**src/rtl/su_pkg.sv**
```systemverilog
// Shared definitions for the scalar-unit operand/result pipeline.
package su_pkg;

    localparam int SU_WIDTH = 32;
    localparam int SU_NREG  = 32;

    // Load size encoding carried from EX into DF.
    typedef enum logic [1:0] {
        SU_LD_BYTE = 2'd0,
        SU_LD_HALF = 2'd1,
        SU_LD_WORD = 2'd2,
        SU_LD_RSVD = 2'd3
    } su_ld_size_e;

endpackage

```
**src/rtl/su_fwd_pipe_if.sv**
```systemverilog
// Operand/result pipeline bus: RD and EX requests in, EX operands and WB write out.
interface su_fwd_pipe_if
    import su_pkg::*;
#(
    parameter int WIDTH = SU_WIDTH,
    parameter int AW    = $clog2(SU_NREG)
);
    logic             stall_in;
    logic             rd_valid;
    logic [AW-1:0]    rd_rs;
    logic [AW-1:0]    rd_rt;
    logic             ex_valid;
    logic [AW-1:0]    ex_dest;
    logic [WIDTH-1:0] ex_data;
    logic             ex_load;
    su_ld_size_e      ex_ld_size;
    logic             ex_ld_signed;
    logic [WIDTH-1:0] ld_data;
    logic [WIDTH-1:0] rs_data;
    logic [WIDTH-1:0] rt_data;
    logic             interlock;
    logic             wb_valid;
    logic [AW-1:0]    wb_dest;
    logic [WIDTH-1:0] wb_data;

    // Control/decode side.
    modport master (
        output stall_in, rd_valid, rd_rs, rd_rt,
        output ex_valid, ex_dest, ex_data, ex_load, ex_ld_size, ex_ld_signed, ld_data,
        input  rs_data, rt_data, interlock, wb_valid, wb_dest, wb_data
    );

    // Pipeline side.
    modport slave (
        input  stall_in, rd_valid, rd_rs, rd_rt,
        input  ex_valid, ex_dest, ex_data, ex_load, ex_ld_size, ex_ld_signed, ld_data,
        output rs_data, rt_data, interlock, wb_valid, wb_dest, wb_data
    );

endinterface

```
**src/rtl/su_rfile.sv**
```systemverilog
// NREG x WIDTH register file: two asynchronous read ports, one synchronous write port.
// With ZERO_REG set, register 0 reads as zero and writes to it are dropped.
module su_rfile
    import su_pkg::*;
#(
    parameter int WIDTH    = SU_WIDTH,
    parameter int NREG     = SU_NREG,
    parameter int ZERO_REG = 1,
    parameter int AW       = $clog2(NREG)
) (
    input  logic             clk,
    input  logic             we,
    input  logic [AW-1:0]    waddr,
    input  logic [WIDTH-1:0] wdata,
    input  logic [AW-1:0]    raddr_a,
    output logic [WIDTH-1:0] rdata_a,
    input  logic [AW-1:0]    raddr_b,
    output logic [WIDTH-1:0] rdata_b
);

    logic [WIDTH-1:0] mem [NREG];
    logic             wr_zero;

    assign wr_zero = (ZERO_REG != 0) && (waddr == '0);

    // Array contents are deliberately not reset.
    always_ff @(posedge clk) begin
        if (we && !wr_zero) begin
            mem[waddr] <= wdata;
        end
    end

    assign rdata_a = ((ZERO_REG != 0) && (raddr_a == '0)) ? '0 : mem[raddr_a];
    assign rdata_b = ((ZERO_REG != 0) && (raddr_b == '0)) ? '0 : mem[raddr_b];

endmodule

```
**src/rtl/su_fwd_pipe.sv**
```systemverilog
// Scalar-unit operand/result pipeline: EX->DF->WB result registers, register file,
// automatic operand forwarding (youngest producer wins), load-use interlock and
// load extension in DF.
module su_fwd_pipe
    import su_pkg::*;
#(
    parameter int WIDTH    = SU_WIDTH,
    parameter int NREG     = SU_NREG,
    parameter int ZERO_REG = 1
) (
    input  logic          clk,
    input  logic          reset,
    su_fwd_pipe_if.slave  bus
);

    localparam int AW = $clog2(NREG);

    logic             df_valid;
    logic [AW-1:0]    df_dest;
    logic [WIDTH-1:0] df_data;
    logic             df_load;
    su_ld_size_e      df_ld_size;
    logic             df_ld_signed;
    logic [WIDTH-1:0] df_ext;

    logic             wb_valid;
    logic [AW-1:0]    wb_dest;
    logic [WIDTH-1:0] wb_data;

    logic [WIDTH-1:0] rs_q, rt_q;
    logic [WIDTH-1:0] rf_rs, rf_rt;
    logic [WIDTH-1:0] rs_fwd, rt_fwd;
    logic             ex_fwd_ok;
    logic             interlock;
    logic             rf_we;

    function automatic logic [WIDTH-1:0] ld_extend(input logic [WIDTH-1:0] d,
                                                   input su_ld_size_e size,
                                                   input logic sgn);
        case (size)
            SU_LD_BYTE: return {{(WIDTH-8){sgn & d[7]}}, d[7:0]};
            SU_LD_HALF: return {{(WIDTH-16){sgn & d[15]}}, d[15:0]};
            default:    return d;
        endcase
    endfunction

    // A load in EX has no data yet, so it is never a forwarding source.
    assign ex_fwd_ok = bus.ex_valid && !bus.ex_load;
    assign df_ext    = df_load ? ld_extend(bus.ld_data, df_ld_size, df_ld_signed) : df_data;

    // Priority: zero register, EX, DF, WB, then the array.
    function automatic logic [WIDTH-1:0] fwd_pick(input logic [AW-1:0] src,
                                                  input logic [WIDTH-1:0] rf_val);
        if ((ZERO_REG != 0) && (src == '0))        return '0;
        else if (ex_fwd_ok && (bus.ex_dest == src)) return bus.ex_data;
        else if (df_valid && (df_dest == src))     return df_ext;
        else if (wb_valid && (wb_dest == src))     return wb_data;
        else                                       return rf_val;
    endfunction

    // Forwarded operand values for the RD sources.
    always_comb begin
        rs_fwd = fwd_pick(bus.rd_rs, rf_rs);
        rt_fwd = fwd_pick(bus.rd_rt, rf_rt);
    end

    assign interlock = !reset && bus.rd_valid && bus.ex_valid && bus.ex_load &&
                       ((bus.ex_dest == bus.rd_rs) || (bus.ex_dest == bus.rd_rt)) &&
                       !((ZERO_REG != 0) && (bus.ex_dest == '0));

    // A held WB entry stays pending until the first unstalled edge.
    assign rf_we = wb_valid && !bus.stall_in;

    su_rfile #(
        .WIDTH    (WIDTH),
        .NREG     (NREG),
        .ZERO_REG (ZERO_REG),
        .AW       (AW)
    ) u_rf (
        .clk     (clk),
        .we      (rf_we),
        .waddr   (wb_dest),
        .wdata   (wb_data),
        .raddr_a (bus.rd_rs),
        .rdata_a (rf_rs),
        .raddr_b (bus.rd_rt),
        .rdata_b (rf_rt)
    );

    // DF stage: capture the EX result/load descriptor.
    always_ff @(posedge clk or posedge reset) begin
        if (reset) begin
            df_valid     <= 1'b0;
            df_dest      <= '0;
            df_data      <= '0;
            df_load      <= 1'b0;
            df_ld_size   <= SU_LD_BYTE;
            df_ld_signed <= 1'b0;
        end else if (!bus.stall_in) begin
            df_valid     <= bus.ex_valid;
            df_dest      <= bus.ex_dest;
            df_data      <= bus.ex_data;
            df_load      <= bus.ex_load;
            df_ld_size   <= bus.ex_ld_size;
            df_ld_signed <= bus.ex_ld_signed;
        end
    end

    // WB stage: capture the extended DF result for the register-file write.
    always_ff @(posedge clk or posedge reset) begin
        if (reset) begin
            wb_valid <= 1'b0;
            wb_dest  <= '0;
            wb_data  <= '0;
        end else if (!bus.stall_in) begin
            wb_valid <= df_valid;
            wb_dest  <= df_dest;
            wb_data  <= df_ext;
        end
    end

    // EX operand registers: hold on stall or load-use interlock.
    always_ff @(posedge clk or posedge reset) begin
        if (reset) begin
            rs_q <= '0;
            rt_q <= '0;
        end else if (!bus.stall_in && !interlock) begin
            rs_q <= rs_fwd;
            rt_q <= rt_fwd;
        end
    end

    assign bus.rs_data   = rs_q;
    assign bus.rt_data   = rt_q;
    assign bus.interlock = interlock;
    assign bus.wb_valid  = wb_valid;
    assign bus.wb_dest   = wb_dest;
    assign bus.wb_data   = wb_data;

endmodule

```
**src/flat_wrapper.sv**
```systemverilog
// flat-port wrapper written by rule: the top's interface ports become plain ports
module su_fwd_pipe_flat import su_pkg::*;
#(
    parameter int WIDTH    = SU_WIDTH,
    parameter int NREG     = SU_NREG,
    parameter int ZERO_REG = 1
)
  (clk, reset, bus_stall_in, bus_rd_valid, bus_rd_rs, bus_rd_rt, bus_ex_valid, bus_ex_dest, bus_ex_data, bus_ex_load, bus_ex_ld_size, bus_ex_ld_signed, bus_ld_data, bus_rs_data, bus_rt_data, bus_interlock, bus_wb_valid, bus_wb_dest, bus_wb_data);
  su_fwd_pipe_if #(.WIDTH(WIDTH), .AW(5)) bus_i ();
  input  logic clk;
  input  logic reset;
  input wire logic [$bits(bus_i.stall_in)-1:0] bus_stall_in;
  input wire logic [$bits(bus_i.rd_valid)-1:0] bus_rd_valid;
  input wire logic [$bits(bus_i.rd_rs)-1:0] bus_rd_rs;
  input wire logic [$bits(bus_i.rd_rt)-1:0] bus_rd_rt;
  input wire logic [$bits(bus_i.ex_valid)-1:0] bus_ex_valid;
  input wire logic [$bits(bus_i.ex_dest)-1:0] bus_ex_dest;
  input wire logic [$bits(bus_i.ex_data)-1:0] bus_ex_data;
  input wire logic [$bits(bus_i.ex_load)-1:0] bus_ex_load;
  input wire logic [$bits(bus_i.ex_ld_size)-1:0] bus_ex_ld_size;
  input wire logic [$bits(bus_i.ex_ld_signed)-1:0] bus_ex_ld_signed;
  input wire logic [$bits(bus_i.ld_data)-1:0] bus_ld_data;
  output wire logic [$bits(bus_i.rs_data)-1:0] bus_rs_data;
  output wire logic [$bits(bus_i.rt_data)-1:0] bus_rt_data;
  output wire logic [$bits(bus_i.interlock)-1:0] bus_interlock;
  output wire logic [$bits(bus_i.wb_valid)-1:0] bus_wb_valid;
  output wire logic [$bits(bus_i.wb_dest)-1:0] bus_wb_dest;
  output wire logic [$bits(bus_i.wb_data)-1:0] bus_wb_data;
  assign bus_i.stall_in = bus_stall_in;
  assign bus_i.rd_valid = bus_rd_valid;
  assign bus_i.rd_rs = bus_rd_rs;
  assign bus_i.rd_rt = bus_rd_rt;
  assign bus_i.ex_valid = bus_ex_valid;
  assign bus_i.ex_dest = bus_ex_dest;
  assign bus_i.ex_data = bus_ex_data;
  assign bus_i.ex_load = bus_ex_load;
  assign bus_i.ex_ld_size = bus_ex_ld_size;
  assign bus_i.ex_ld_signed = bus_ex_ld_signed;
  assign bus_i.ld_data = bus_ld_data;
  assign bus_rs_data = bus_i.rs_data;
  assign bus_rt_data = bus_i.rt_data;
  assign bus_interlock = bus_i.interlock;
  assign bus_wb_valid = bus_i.wb_valid;
  assign bus_wb_dest = bus_i.wb_dest;
  assign bus_wb_data = bus_i.wb_data;
  su_fwd_pipe #(.WIDTH(WIDTH), .NREG(NREG), .ZERO_REG(ZERO_REG)) u_core (.clk(clk), .reset(reset), .bus(bus_i));
endmodule
```
**config.mk**
```make
export PLATFORM = sky130hd
export DESIGN_NAME = su_fwd_pipe_flat
export DESIGN_NICKNAME = d
export VERILOG_FILES = /design/src/rtl/su_pkg.sv /design/src/rtl/su_fwd_pipe_if.sv /design/src/rtl/su_rfile.sv /design/src/rtl/su_fwd_pipe.sv /design/src/flat_wrapper.sv
export SDC_FILE = /design/constraint.sdc
export NUM_CORES = 2
export LEC_CHECK = 0
export ABC_AREA = 1
export CAP_MARGIN = 20
export CELL_PAD_IN_SITES_DETAIL_PLACEMENT = 1
export CELL_PAD_IN_SITES_GLOBAL_PLACEMENT = 1
export CORE_UTILIZATION = 43
export DETAILED_ROUTE_END_ITERATION = 12
export PLACE_DENSITY_LB_ADDON = 0.1
export SLEW_MARGIN = 15
export SYNTH_ARGS = -nofsm -noshare
export SYNTH_HDL_FRONTEND = slang
export SYNTH_SLANG_ARGS = --single-unit
```
**constraint.sdc**
```tcl
create_clock -name clk -period 4.25 [get_ports clk]
set_input_delay 0.425 -clock clk [delete_from_list [all_inputs] [get_ports clk]]
set_output_delay 0.425 -clock clk [all_outputs]
set_load 0.02 [all_outputs]
```
After elaboration in Yosys (flattened, before gate mapping)
Memories as Yosys holds them, arrays and structs flattened.
Index checks and enable logic that the tools add are counted.
- multipliers: 0
- reduce and logical (&&, ||, !) cells: 27
- add/sub/neg operators: 0
- $lt $le $gt $ge: 0
- shifts and indexed selects: 0
- multiplexer cells: 12
- bitwise logic cells: 2
- divide/modulo/power cells: 0
- equality and inequality tests: 7
- operator list (operator ; number):
    2-to-1 mux 32 bit ; 9
    one-hot mux 32 bit (2 select lines) ; 1
    == test 5 bit ; 6
    logical NOT 5 bit ; 4
    logical AND 1 bit ; 15
    logical NOT 1 bit ; 6
    bitwise AND 1 bit ; 2
    == test 2 x 1 -> 1 bit (second input constant) ; 1
    logical NOT 2 bit ; 1
    2-to-1 mux 1 bit ; 2
    logical OR 1 bit ; 1
- bits in latches: 0
- register bits after elaboration: 144
- RAM bits: 1024
- word-level logic and storage cells: 60
- input bits: 88
- memory bits (read-only): 0
- memories kept: 1
- memories (memory ; words ; bits a word ; rd ports ; clocked after memory_dff ; write ports ; RTL line ; text):
    u_core.u_rf.mem ; 32 ; 32 ; 2 ; 0 ; 1 ; su_rfile.sv:21 ; logic [WIDTH-1:0] mem [NREG];

Logic depth before layout (Yosys ltp)
- depth after elaboration: 8
- depth in mapped cells: 18
- depth with buffers taken out: 15

Modules after synthesis
A second synthesis with hierarchy kept.
- cells, all modules: 7428
- area total of the unflattened synthesis: 60749.5 µm²
- by module, submodules not included (module ; cells each ; times used ; seq. area each (µm²) ; area an instance (µm²)):
    su_rfile ; 5972 ; 1 ; 30749.5 ; 51687.1
    su_fwd_pipe ; 1456 ; 1 ; 3603.5 ; 9062.4

Worst setup path before layout
Ideal clock, no wire load.
- kind: input to register
- from: in reset
- to: reg u_core.rt_q[0], in the netlist u_core.bus.rt_data[0]
- path slack: -0.297 ns
- required time: 4.133 ns
- data arrival time: 4.431 ns
- stages: 9
- library setup time: 0.117 ns
- cell sequence: inv_1 -> nand3_1 -> nor2_1 -> nand3_1 -> nand3_2 -> buf_2 -> a21oi_1 -> nand2_1 -> nand2_1
- word-level cells in the longest chain between the ends: 8
- ends and longest elaborated chain (element ; RTL line ; text):
    from (decl) ; flat_wrapper.sv:11 ; input logic reset;
    logical NOT 1 bit ; su_fwd_pipe.sv:67 ; assign interlock = !reset && bus.rd_valid && bus.ex_valid && bus.ex_load &&
    logical AND 1 bit (4 in a row) ; su_fwd_pipe.sv:67 ;
    logical AND 1 bit ; su_fwd_pipe.sv:68 ; ((bus.ex_dest == bus.rd_rs) || (bus.ex_dest == bus.rd_rt)) &&
    logical NOT 1 bit ; su_fwd_pipe.sv:127 ; end else if (!bus.stall_in && !interlock) begin
    logical AND 1 bit ; su_fwd_pipe.sv:127 ;
    to (signal assigned) ; su_fwd_pipe.sv:129 ; rt_q <= rt_fwd;
    to (decl) ; su_fwd_pipe.sv:30 ; logic [WIDTH-1:0] rs_q, rt_q;
Every way passes these cells.
A chain may end at the register's enable or synchronous reset.

Final worst setup path
- from: in bus_rd_rs[0]
- to: out bus_interlock
- word-level cells in the longest chain between the ends: 4
- ends and longest elaborated chain (element ; RTL line ; text):
    from (decl) ; flat_wrapper.sv:14 ; input wire logic [$bits(bus_i.rd_rs)-1:0] bus_rd_rs;
    == test 5 bit ; su_fwd_pipe.sv:68 ;
    logical OR 1 bit ; su_fwd_pipe.sv:68 ;
    logical AND 1 bit ; su_fwd_pipe.sv:67 ;
    logical AND 1 bit ; su_fwd_pipe.sv:68 ;
    to (decl) ; flat_wrapper.sv:25 ; output wire logic [$bits(bus_i.interlock)-1:0] bus_interlock;
Every way passes these cells.

==> results.sh <==
export IMPL_maxSlewHeadroom_pct=34.10
export IMPL_cts_tree="built"
export IMPL_finalNetCount=7035
export IMPL_timing_final_max_slew_violations=0
export IMPL_rsz0062_at_grt="no"
export IMPL_clkLatencyLatePin_ns=0.80
export IMPL_holdPathStages=3
export IMPL_end_kind="primary output"
export IMPL_crit_family="buffers and inverters"
export IMPL_leakage_nw=26.83
export IMPL_r2r_end="u_core.u_rf.mem[23][13]"
export IMPL_rr_worst_depth=8
export IMPL_synth_top_area_share_pct=52.27
export IMPL_fin_setup_tns_ns=0
export IMPL_grt_pass1_wl_um=384500
export IMPL_placedInstanceArea_mm2=0.06339
export IMPL_synth_compound_area_share_pct=11.51
export IMPL_drt_iter0_drc=7322
export IMPL_ant_nets=0
export IMPL_area_growth_pct=15.07
export IMPL_start_util_pct=43.37
export IMPL_rows=135
export IMPL_required_ns=3.83
export IMPL_switching_power_w=0.008447
export IMPL_dr_pass1_iters=6
export IMPL_die_w_um=371.9
export IMPL_worst_pin_slew_ns=0.9819
export IMPL_regArea_mm2=0.03435
export IMPL_final_area_mm2=0.06769
export IMPL_hold_viol_final=0
export IMPL_post_route_period_util_pct=76.48
export IMPL_synth_ff_type="edfxtp_1"
export IMPL_worstSetupStartpointType="input port"
export IMPL_ir_drop_mv=0.4370
export IMPL_yosysMostFrequentCell="nand2_1"
export IMPL_drt_total_wl_um=269900
export IMPL_synth_area_mm2=0.05883
export IMPL_path_buf_inv=4
export IMPL_first_global_vias=54880
export IMPL_syn_avg_cell_area_um2=8.594
export IMPL_sequentialPowerShare_pct=45.6
export IMPL_critical_path_max_fanout=133
export IMPL_rr_startpoint="u_core.bus.wb_dest[3]"
export IMPL_clk_pin_slew_ns=0.06
export IMPL_synth_top_family_by_area="simple AND/OR/NAND/NOR gates"
export IMPL_cts_resized=0
export IMPL_dp_hpwl_um=161900
export IMPL_cp_common_cell="nand2_1"
export IMPL_power_frac_comb_pct=14.6
export IMPL_crit_slowest_cell="clkdlybuf4s50_1"
export IMPL_max_stage_delay_ns=0.63
export IMPL_cts_root_buf="clkbuf_16"
export IMPL_hp_start="bus_stall_in"
export IMPL_die_h_um=371.9
export IMPL_cts_buffers=136
export IMPL_wire_per_inst_um=30.53
export IMPL_routabilityCongestion=0.8815
export IMPL_ys_types=36
export IMPL_via_per_inst=6.226
export IMPL_finClkSkew_ns=0.02990
export IMPL_synthSimpleGateAreaFrac_pct=24.51
export IMPL_ctsHoldBuffers=0
export IMPL_reg2reg_slack_ns=1.02
export IMPL_synth_area_mux_share_pct=0.1361
export IMPL_intPower_w=0.02081
export IMPL_synth_warnings=0
export IMPL_finalSetupViolCount=0
export IMPL_drc_errors=0
export IMPL_synth_xor_area_share_pct=0.1638
export IMPL_max_freq_mhz=307.7
export IMPL_synth_top_cell_by_area="edfxtp_1"
export IMPL_synthTopCellsByCount="nand2_1, edfxtp_1, nor2_1"
export IMPL_swShare_pct=28.87
export IMPL_cts_sinks=1168
export IMPL_post_cts_buffers=0
export IMPL_grtUsageTotal_pct=38.55
export IMPL_die_area_mm2=0.1383
export IMPL_grt_max_degree=134
export IMPL_cap_violations=0
export IMPL_synth_edf_count=1024
export IMPL_vias=55030
export IMPL_syn_instance_count=6845
export IMPL_core_mm2=0.1356
export IMPL_cts_buffer_depth=3
export IMPL_cp_cell_sequence="buf_8 > inv_16 > nand2_1 > nand4_1 > nor2_1 > nand2_1 > nand2_1 > nand3_1 > inv_1 > clkdlybuf4s50_1"
export IMPL_fillers=15660
export IMPL_whs_endpoint="u_core.df_dest[3]"
export IMPL_final_layout_size_suffix_gt1_share_pct=6.987
export IMPL_ys_async_sr_fraction_pct=12.33
export IMPL_path_class="in2out"
export IMPL_arrival_ns=2.83
export IMPL_ctsHtreeMaxLevel=4
export IMPL_ys_seq_area_share_pct=58.40
export IMPL_synth_area_leaders="edfxtp_1, nand2_1, dfrtp_1"
export IMPL_crit_cells=10
export IMPL_yosys_register_bits=1168
export IMPL_cellPowerDensity_mw_per_mm2=432.1
export IMPL_antenna_found_initial=16
export IMPL_layout_min_cycle_time_ns=3.250
export IMPL_power_share_clock_pct=39.7
export IMPL_synth_adder_area_share_pct=0
export IMPL_multi_input_area_mm2=0.02178
export IMPL_min_path_type="in2reg"
export IMPL_grt_overflow=0
export IMPL_numPortBuffers=190
export IMPL_io_pins=191
export IMPL_outcome="completed"
==> cells in the final DEF, fill, tap and decap left out, types with 8 or more instances in the layout <==
master | Yosys | layout
mux2i_1 | 8 | 8
clkbuf_16 | 0 | 141
o22ai_1 | 191 | 191
inv_1 | 232 | 225
nor3_1 | 57 | 57
nor2_4 | 1 | 33
nor2_1 | 707 | 676
conb_1 | 1 | 32
nand3_1 | 506 | 505
clkinv_1 | 0 | 26
o21a_1 | 10 | 10
nand2_1 | 2349 | 2346
buf_12 | 0 | 36
a21oi_1 | 455 | 455
edfxtp_1 | 1024 | 1024
clkinv_2 | 0 | 20
buf_4 | 21 | 198
inv_6 | 0 | 10
clkbuf_1 | 234 | 31
xor2_1 | 10 | 10
clkbuf_8 | 0 | 11
o21ai_0 | 619 | 618
a211oi_1 | 9 | 9
inv_2 | 10 | 13
dfrtp_1 | 144 | 144
clkdlybuf4s50_1 | 0 | 179
==> metal layers <==
layer,vias up,part of all wire [%],GRT usage (%)
li1,23320,-,-
met1,27630,39,51.25
met2,3289,45,60.01
met3,760,11,8.803
met4,26,4.7,17.36
met5,-,0.062,0
==> power groups by stage <==
stage,Clock [W],Sequential [W],Combinational [W]
finish,0.0116,0.0133,0.00429
global route,0.0121,0.0134,0.00450
CTS,0.0117,0.0133,0.00418
detailed placement,0,0.0136,0.00416
global placement,0,0.0136,0.00409
floorplan,0,0.0138,0.00175
==> through the flow <==
| step | setup slack, ns | cells | utilization (%) | hold WS (ns) | total power (W) |
|---|---|---|---|---|---|
| 2_1_floorplan | 0.7671 | 6876 | - | 0.4436 | 0.01559 |
| 3_3_place_gp | 0.7557 | 8590 | 46.74 | 0.4599 | 0.01766 |
| 3_5_place_dp | 0.7320 | 8590 | 46.74 | 0.4639 | 0.01773 |
| 4_1_cts | 1.050 | 8837 | 49.90 | 0.08869 | 0.02920 |
| 5_1_grt | 0.8801 | 8838 | 49.91 | 0.1452 | 0.02994 |
| 6_report | 0.9996 | 8839 | 49.91 | 0.1422 | 0.02925 |
==> cell type report <==
cell class	count	share of cell area, %
flip-flops and latches	1168	50.75
multi-input cells	4978	32.18
repair buffers	419	6.018
clock buffers	183	5.608
well taps	1781	3.292
inverters	244	1.410
clock inverters	64	0.7356
diodes	2	0.007393
==> worst reg2reg max path, cell delays in order (launching register included) <==
cell and delay [ns]:
dfrtp_1 0.53, inv_1 0.14, nand3_1 0.31, o311ai_0 0.16
inv_1 0.16, nand3_1 0.52, buf_4 0.39, nor2_4 0.09
buf_4 0.50
==> flip-flops by register name (all words and copies together) (netlist names) <==
name                 flops
u_core.bus.rs_data      32
u_core.bus.rt_data      32
u_core.bus.wb_data      32
u_core.bus.wb_dest       5
u_core.bus.wb_valid      1
u_core.df_data          32
u_core.df_dest           5
u_core.df_ld_signed      1
u_core.df_ld_size        2
u_core.df_load           1
u_core.df_valid          1
u_core.u_rf.mem       1024
==> how the worst max path moves through the flow <==
stage | from | slack, ns | endpoint
finish | bus_rd_rs[0] | 1.0 | bus_interlock
global route | u_core.bus.wb_dest[3] | 0.88 | u_core.u_rf.mem[31][11]
CTS | u_core.bus.wb_dest[3] | 1.05 | u_core.u_rf.mem[31][7]
detailed placement | bus_rd_rs[0] | 0.73 | u_core.bus.rs_data[12]
global placement | bus_rd_rs[0] | 0.76 | u_core.bus.rs_data[12]
floorplan | reset | 0.77 | u_core.bus.rt_data[0]
==> logic make-up (layout without fill, tap and decap cells) <==
logic type	count (synthesis)	in the layout
flops	1168	1168
buf+inv	730	910
xor+xnor	11	11
simple gates	3633	3633
mux	8	8
compound gates	1294	1294
other cells	1	34
No activity file was read; power rests on OpenSTA's default activity.
